<file path="config.mk">
export PLATFORM = sky130hd
export DESIGN_NAME = uart_rx_buf
export DESIGN_NICKNAME = d
export VERILOG_FILES = /design/src/rtl/uart_rx_buf.sv
export SDC_FILE = /design/constraint.sdc
export NUM_CORES = 1
export LEC_CHECK = 0
export ABC_AREA = 1
export CELL_PAD_IN_SITES_DETAIL_PLACEMENT = 0
export CELL_PAD_IN_SITES_GLOBAL_PLACEMENT = 1
export CORE_MARGIN = 8
export CORE_UTILIZATION = 41
export DETAILED_ROUTE_END_ITERATION = 16
export MAX_ROUTING_LAYER = met4
export PLACE_DENSITY = 0.77
export SYNTH_ARGS = -nofsm -noshare
export SYNTH_HDL_FRONTEND = slang
export SYNTH_SLANG_ARGS = --single-unit
</file>
<file path="constraint.sdc">
create_clock -name CLK -period 1.9 [get_ports CLK]
set_input_delay 0.57 -clock CLK [delete_from_list [all_inputs] [get_ports CLK]]
set_output_delay 0.57 -clock CLK [all_outputs]
set_load 0.01 [all_outputs]
</file>
<file path="src/rtl/uart_rx_buf.sv">
// 8N1 UART receiver feeding a small byte FIFO that drives the core's read port.
// Optional saturating error counter on port err_count, enabled by UART_RX_ERRCNT_EN.
module uart_rx_buf #(
    parameter int CLKS_PER_BIT = 217,
    parameter int DEPTH        = 4
) (
    input  logic       CLK,
    input  logic       RST_N,
    input  logic       rx,
    input  logic       rd_ready,
    output logic       rd_valid,
    output logic [7:0] rd_data
`ifdef UART_RX_ERRCNT_EN
    ,
    output logic [7:0] err_count
`endif
);

    localparam int CW = $clog2(CLKS_PER_BIT);
    localparam int AW = $clog2(DEPTH);
    localparam logic [CW-1:0] HALF_LOAD = CW'(CLKS_PER_BIT / 2 - 1);
    localparam logic [CW-1:0] BIT_LOAD  = CW'(CLKS_PER_BIT - 1);

    typedef enum logic [1:0] {
        IDLE,
        START,
        DATA,
        STOP
    } state_t;

    state_t        state;
    logic          rx_meta;
    logic          rxs;
    logic          rxs_q;
    logic [CW-1:0] bit_cnt;
    logic [2:0]    bit_idx;
    logic [7:0]    shift_reg;

    logic [7:0]    mem [DEPTH];
    logic [AW:0]   wr_ptr;
    logic [AW:0]   rd_ptr;

    logic          expired;
    logic          stop_sample;
    logic          empty;
    logic          full;
    logic          pop;
    logic          push;

    // Synchronizer flops reset high so reset never looks like a start edge.
    always_ff @(posedge CLK) begin
        if (!RST_N) begin
            rx_meta <= 1'b1;
            rxs     <= 1'b1;
            rxs_q   <= 1'b1;
        end else begin
            rx_meta <= rx;
            rxs     <= rx_meta;
            rxs_q   <= rxs;
        end
    end

    assign expired     = (bit_cnt == '0);
    assign stop_sample = (state == STOP) && expired;

    assign empty = (wr_ptr == rd_ptr);
    assign full  = (wr_ptr[AW-1:0] == rd_ptr[AW-1:0]) && (wr_ptr[AW] != rd_ptr[AW]);
    assign pop   = rd_ready && !empty;
    assign push  = stop_sample && rxs && (!full || pop);

    // Frame FSM; only a falling edge leaves IDLE, so a held-low break cannot retrigger.
    always_ff @(posedge CLK) begin
        if (!RST_N) begin
            state     <= IDLE;
            bit_cnt   <= '0;
            bit_idx   <= '0;
            shift_reg <= '0;
        end else begin
            case (state)
                IDLE: begin
                    if (rxs_q && !rxs) begin
                        bit_cnt <= HALF_LOAD;
                        state   <= START;
                    end
                end
                START: begin
                    if (expired) begin
                        bit_cnt <= BIT_LOAD;
                        if (!rxs) begin
                            bit_idx <= '0;
                            state   <= DATA;
                        end else begin
                            state <= IDLE;
                        end
                    end else begin
                        bit_cnt <= bit_cnt - 1'b1;
                    end
                end
                DATA: begin
                    if (expired) begin
                        bit_cnt   <= BIT_LOAD;
                        shift_reg <= {rxs, shift_reg[7:1]};
                        bit_idx   <= bit_idx + 1'b1;
                        if (bit_idx == 3'd7) begin
                            state <= STOP;
                        end
                    end else begin
                        bit_cnt <= bit_cnt - 1'b1;
                    end
                end
                STOP: begin
                    if (expired) begin
                        bit_cnt <= BIT_LOAD;
                        state   <= IDLE;
                    end else begin
                        bit_cnt <= bit_cnt - 1'b1;
                    end
                end
                default: state <= IDLE;
            endcase
        end
    end

    always_ff @(posedge CLK) begin
        if (RST_N && push) begin
            mem[wr_ptr[AW-1:0]] <= shift_reg;
        end
    end

    // Pointer wrap bits distinguish full from empty when the indices match.
    always_ff @(posedge CLK) begin
        if (!RST_N) begin
            wr_ptr <= '0;
            rd_ptr <= '0;
        end else begin
            if (push) begin
                wr_ptr <= wr_ptr + 1'b1;
            end
            if (pop) begin
                rd_ptr <= rd_ptr + 1'b1;
            end
        end
    end

    assign rd_valid = !empty;
    assign rd_data  = empty ? 8'h00 : mem[rd_ptr[AW-1:0]];

`ifdef UART_RX_ERRCNT_EN
    logic err_event;

    // Framing error (stop bit low) or overrun (full with no pop) at the stop sample.
    assign err_event = stop_sample && (!rxs || (full && !pop));

    always_ff @(posedge CLK) begin
        if (!RST_N) begin
            err_count <= 8'h00;
        end else if (err_event && (err_count != 8'hFF)) begin
            err_count <= err_count + 1'b1;
        end
    end
`else
    // Without the counter, framing errors and overruns simply drop the byte.
`endif

endmodule

</file>
==> metrics.cfg, run 1 <==
[drt]
routed_wl_um=5680
dr.pass1.iters=4
ant_nets=0
detail_route.wl_per_cell_um=12.7
vias=2191
viasPerCell=4.89
drt_iter0_drc=72
drc_errors=0

[critical_path]
path_cells=buf_6 -> o21ai_0 -> o32ai_2 -> nand2_4 -> inv_2 -> buf_6
slowest_stage=dfxtp_4
cp-start-kind=flip-flop
rr_worst_depth=7
arrival_ns=1.48
path_buf_inv=3
required_ns=1.33
path_max_fanout=9
crit_path_frequent_cell=buf_6
slowest_delay_ns=0.36
critical-path-top-delay-family=compound AO/OA/AOI/OAI gates
cp-end-kind=output pin
critical_path_class=reg2out
cp.depth=6

[cts]
cts_buffers=9
cts_max_level=3
insertion_delay_ns=0.34
cts_tree=yes
cts_sinks=64
cts_buffer_depth=2
cts_root_buffer=clkbuf_8
clk_pin_slew_ns=0.07

[grt]
use_met3=0.0335
grt_pass1_vias=2076
overflow=0
antenna_found_initial=0
grt_pass1_wl_um=9290
use_met2=0.204
busiest_layer=met2
grt_usage=0.122
grt_max_degree=17
grt_use_met1=0.132

[final_layout]
fillCellCount=605
final_cell_area_um2=3710
finalNetCount=376
seq_area_um2=1610
multi_input_area_um2=1170
final_layout_size_suffix_gt1_frac=0.304
largest_register_ffs=32
area_growth_pct=30.5
antennaDiodeCount=0

[placement]
hpwl_um=3680
place_area_um2=3250
place_congestion=0.818
post-place-ws_ns=-0.316
port_buffers=12

[outcome]
status=finished, violations left
failed_checks=setup timing

[yosys]
syn_nets=326
synth-seq-cells=64
avgSynthCellArea_um2=9.09
synthCells=313
syn-cell-area_um2=2840
ys_warn_count=0
ys_seq_area_frac=0.563
netlist-cell-type-count=28

[floorplanning]
fp-row-count=30
io_pins=13
die-area_um2=9860
core_area_um2=6760
die_w_um=99.3
start_util=0.421
dieHeight_um=99.3

[pwr]
power_density_nw_per_um2=1140
worst_ir_drop_vdd_uv=878
leakage_nw=1.62

[sta]
fin_ws_ns=-0.146
rsz0062_at_grt=yes
setup_viol=9
fmax_mhz=489
slew_headroom=0.706
worstMarginPinSlew_ns=0.437
fin_crit_sh=1.08
fin_skew_ns=0.00708
finalHoldViolations=0
post-route-min-period_ns=2.05
drv_slew=0

[job]
drv_cap=0

[hold_path]
min_path_cells=1
holdCritPathClass=reg2reg

## kinds of logic after synthesis
group / synth area share
and+or+nand+nor: 0.219
adders and majority gates: 0.0396
xor gates and xnor gates: 0.00308
buffers and inverters: 0.0673
AOI/OAI and AO/OA: 0.108
DFF: 0.563
## cell usage after synthesis (all sizes together)
cell,count,area share
ha,9,0.040
or2,3,0.0066
nand4,4,0.0088
edfxtp,32,0.34
nand2,53,0.077
o21ai,27,0.048
nor2,62,0.092
dfxtp,32,0.23
nand3b,3,0.0079
clkbuf,4,0.0053
nand3,8,0.016
a211oi,1,0.0026
nor3,4,0.011
a21oi,15,0.026
o32ai,8,0.025
a31oi,3,0.0066
xor2,1,0.0031
buf,4,0.0092
inv,40,0.053
## path summary, 6_finish.rpt
kind	startpoint	end	slack [ns]
hold / removal	rx_meta$_SDFF_PN1_	rxs$_SDFF_PN1_	0.42
hold reg to reg	rx_meta$_SDFF_PN1_	rxs$_SDFF_PN1_	0.42
setup reg to reg	bit_cnt[0]$_SDFFE_PN0P_	mem[1][1]$_DFFE_PP_	0.19
setup / recovery	flip-flop	rd_data[3]	-0.15
## where the power goes
part,leakage [nW],internal [mW],total [mW],switching [mW]
combinational,0.947,0.521,1.26,0.743
clock,0.111,0.754,1.31,0.552
sequential,0.559,1.54,1.65,0.111
total,1.62,2.81,4.22,1.41
## what timing repair did
item / 4_1_cts / 5_1_grt
gates cloned: 1 / 1
buffers inserted: 5 / 1
hold buffers: 0 / 0
resized for setup: 57 / 36
endpoints found under the setup margin: 9 / 17
pin swaps: 3 / 5
## layout make-up
class                      count  area share
clock inverter                 7      0.0276
clock buffer                   9      0.0334
timing repair buffer          47       0.120
sequential                    64       0.435
inverter                      40      0.0411
tap                           80      0.0270
multi-input combinational    201       0.316
## per-stage QoR
stage | power, mW | hold WS, ns | util | instances | setup TNS [ns]
6_report | 4.22 | 0.421 | 0.549 | 448 | -1.02
5_1_grt | 4.47 | 0.465 | 0.549 | 448 | -1.71
4_1_cts | 4.18 | 0.426 | 0.525 | 446 | -1.40
3_5_place_dp | 2.78 | 0.408 | 0.481 | 424 | -6.95
3_3_place_gp | 2.78 | 0.402 | 0.481 | 424 | -6.09
2_1_floorplan | 2.51 | 0.393 | - | 313 | 0
## layer usage
layer | part of all wire | up-vias
li1 | - | 1139
met1 | 0.45 | 1013
met2 | 0.49 | 27
met3 | 0.030 | 12
met4 | 0.023 | 0
met5 | 0 | -
## worst reg2reg max path: cells and delay by family, from the launching register on
kind	cells	cell delay, ns
adders and majority gates	1	0.19
buffers and inverters	2	0.30
DFF	1	0.32
and+or+nand+nor	4	0.61
## cells in the final DEF (no fill, tap or decap), types with 5 or more instances in the layout
cell and instances:
a21oi_1 15, ha_1 9, dfxtp_1 26, buf_4 30
o21ai_0 27, nand2_1 40, nand2_4 8, nor2_1 56
inv_2 12, nand2_2 5, o32ai_2 8, clkbuf_8 9
nand3_1 6, buf_6 8, inv_1 27, edfxtp_1 32
No activity file was read; power rests on OpenSTA's default activity.
==> run 2, diff against run 1 <==
==> config.mk (replaced) <==
export PLATFORM = sky130hd
export DESIGN_NAME = uart_rx_buf
export DESIGN_NICKNAME = d
export VERILOG_FILES = /design/src/rtl/uart_rx_buf.sv
export SDC_FILE = /design/constraint.sdc
export NUM_CORES = 1
export LEC_CHECK = 0
export ABC_AREA = 1
export CORE_MARGIN = 8
export CORE_UTILIZATION = 45
export DETAILED_ROUTE_END_ITERATION = 16
export MAX_ROUTING_LAYER = met4
export PLACE_DENSITY = 0.68
export SYNTH_ARGS = -nofsm -noshare
export SYNTH_HDL_FRONTEND = slang
export SYNTH_SLANG_ARGS = --single-unit
==> run 2 against run 1 <==
The flow still finishes with violations (setup timing). Worst hold slack better by 0.0011 ns. Routed wire length is 3.2% lower. Register-to-register slack hardly changed. Die area is 7.5% lower. Global-route usage is 1.4 points higher. Sequential power hardly changed. Setup slack better by 0.032 ns. Combinational power is 3% lower. First-iteration DRC count is 8.3% higher.
==> metrics.cfg, run 2 (synthesis results as in run 1) <==
[critical_path]
path_buf_inv=4  ; +1
cp-start-kind=flip-flop
arrival_ns=1.44  ; -0.04 ns
slowest_delay_ns=0.37  ; about the same
critical_path_class=reg2out
required_ns=1.33  ; about the same
critical-path-top-delay-family=buffers and inverters
crit_path_frequent_cell=buf_4
slowest_stage=dfxtp_4
path_cells=buf_4 -> buf_4 -> o21ai_2 -> o32ai_2 -> nand2_2 -> inv_1 -> buf_2
cp-end-kind=output pin
path_max_fanout=4  ; -5

[placement]
place_congestion=0.838  ; +2.4%
port_buffers=12  ; unchanged
hpwl_um=3600  ; -2.3%
place_area_um2=3250  ; about the same

[floorplanning]
core_area_um2=6240  ; -7.6%
dieHeight_um=95.5  ; -3.8%
die-area_um2=9120  ; -7.5%
die_w_um=95.5  ; -3.8%
io_pins=13  ; unchanged
fp-row-count=29  ; -3.3%
start_util=0.456  ; +0.0348

[sta]
post-route-min-period_ns=2.01  ; -0.0316 ns
fin_crit_sh=1.06  ; -0.0166
worstMarginPinSlew_ns=0.450  ; +0.0128 ns
rsz0062_at_grt=yes
fin_ws_ns=-0.114  ; +0.0316 ns
drv_slew=0  ; unchanged
fmax_mhz=496  ; +1.6%
finalSetupTns_ns=-0.645  ; +0.379 ns
setup_viol=8  ; -1
fin_skew_ns=0.00985  ; +0.00277 ns
finalHoldViolations=0  ; unchanged
slew_headroom=0.698  ; -0.00861

[final_layout]
final_cell_mix=nor2_1, nand2_1, edfxtp_1, buf_4, inv_1
final_layout_size_suffix_gt1_frac=0.305  ; +0.00106
final_util=0.585  ; +0.0358
largest_register_ffs=32  ; unchanged
finalNetCount=378  ; +0.53%
antennaDiodeCount=0  ; unchanged
final_cell_area_um2=3650  ; -1.6%
area_growth_pct=28.4
final_common_cell=nor2_1

[drt]
drc_errors=0  ; unchanged
ant_nets=0  ; unchanged
detail_route.wl_per_cell_um=12.3  ; -3.0%
vias=2209  ; +0.82%
routed_wl_um=5500  ; -3.2%
viasPerCell=4.94  ; +1.0%
drt_iter0_drc=78  ; +8.3%
dr.pass1.iters=4  ; unchanged

[grt]
antenna_found_initial=0  ; unchanged
grt_pass1_vias=2120  ; +2.1%
grt_usage=0.136  ; +0.0138
grt_pass1_wl_um=9140  ; -1.6%
grt_max_degree=16  ; -1
overflow=0  ; unchanged

[outcome]
status=finished, violations left
failed_checks=setup timing

[cts]
cts_sinks=64  ; unchanged
cts_buffers=9  ; unchanged
clk_pin_slew_ns=0.08  ; about the same
cts_tree=yes
cts_buffer_depth=2  ; unchanged
cts_root_buffer=clkbuf_8
cts_max_level=3  ; unchanged
cts_hold_buf=0  ; unchanged
insertion_delay_ns=0.34  ; about the same

[job]
drv_cap=0  ; unchanged

[pwr]
power_density_nw_per_um2=1140  ; +0.70%
worst_ir_drop_vdd_uv=822  ; -6.4%
leakage_nw=1.54  ; -4.7%

[hold_path]
holdCritPathClass=reg2reg

-- run 2: cell count changes in the layout (fill, tap and decap cells not counted), moves of 3 or more --
cell,change
buf_6,+3
nand2_2,+6
o21ai_0,-5
o21ai_1,+3
nand2_4,-6
-- run 2: metal layers --
layer	vias to the layer above	global-route usage	routed length [µm]
met5	-	-	0
met3	11	0.0299	218
met4	0	0.0883	142
met2	38	0.233	2800
li1	1141	-	-
met1	1019	0.137	2340
-- run 2: per-stage QoR --
step                      hold WS (ns)  std cells  setup slack (ns)  total power, mW
final                            0.423        447            -0.114             4.18
after global routing             0.438        447            -0.170             4.41
after CTS                        0.425        445            -0.115             4.17
after detailed placement         0.405        425            -0.213             2.78
after global placement           0.395        425            -0.200             2.75
after floorplan                  0.393        313            0.0709             2.51
-- run 2: layout make-up --
class,count,area [µm²]
clock inverter,7,103
multi-input combinational,201,1140
sequential,64,1610
inverter,40,153
tap,77,96.3
clock buffer,9,124
timing repair buffer,49,419
fill,543,2590
-- run 2: worst register-to-register path, cell delays in order, from the launching register on --
cell and delay, ns:
dfxtp_1 0.32, inv_1 0.11, ha_1 0.19, nand2_2 0.12
nor3_4 0.23, nand3_1 0.15, nor2_1 0.12, buf_4 0.19
-- run 2: report_power, final --
group,internal [mW],switching (mW),leakage (nW)
combinational,0.500,0.724,0.872
sequential,1.54,0.109,0.559
clock,0.751,0.557,0.110
total,2.79,1.39,1.54
-- run 2: path summary, 6_finish.rpt --
path | cells after the start | to | slack, ns | from
setup / recovery | 7 | rd_data[7] | -0.11 | flip-flop
hold / removal | 1 | rxs$_SDFF_PN1_ | 0.42 | rx_meta$_SDFF_PN1_
setup reg to reg | 7 | mem[0][3]$_DFFE_PP_ | 0.18 | bit_cnt[0]$_SDFFE_PN0P_
hold reg to reg | 1 | rxs$_SDFF_PN1_ | 0.42 | rx_meta$_SDFF_PN1_
-- run 2: repair_timing --
action,in CTS,in global routing
gates cloned,1,0
gates resized for setup,73,23
setup endpoints to repair,9,9
setup buffers,3,2
pin swaps,9,7
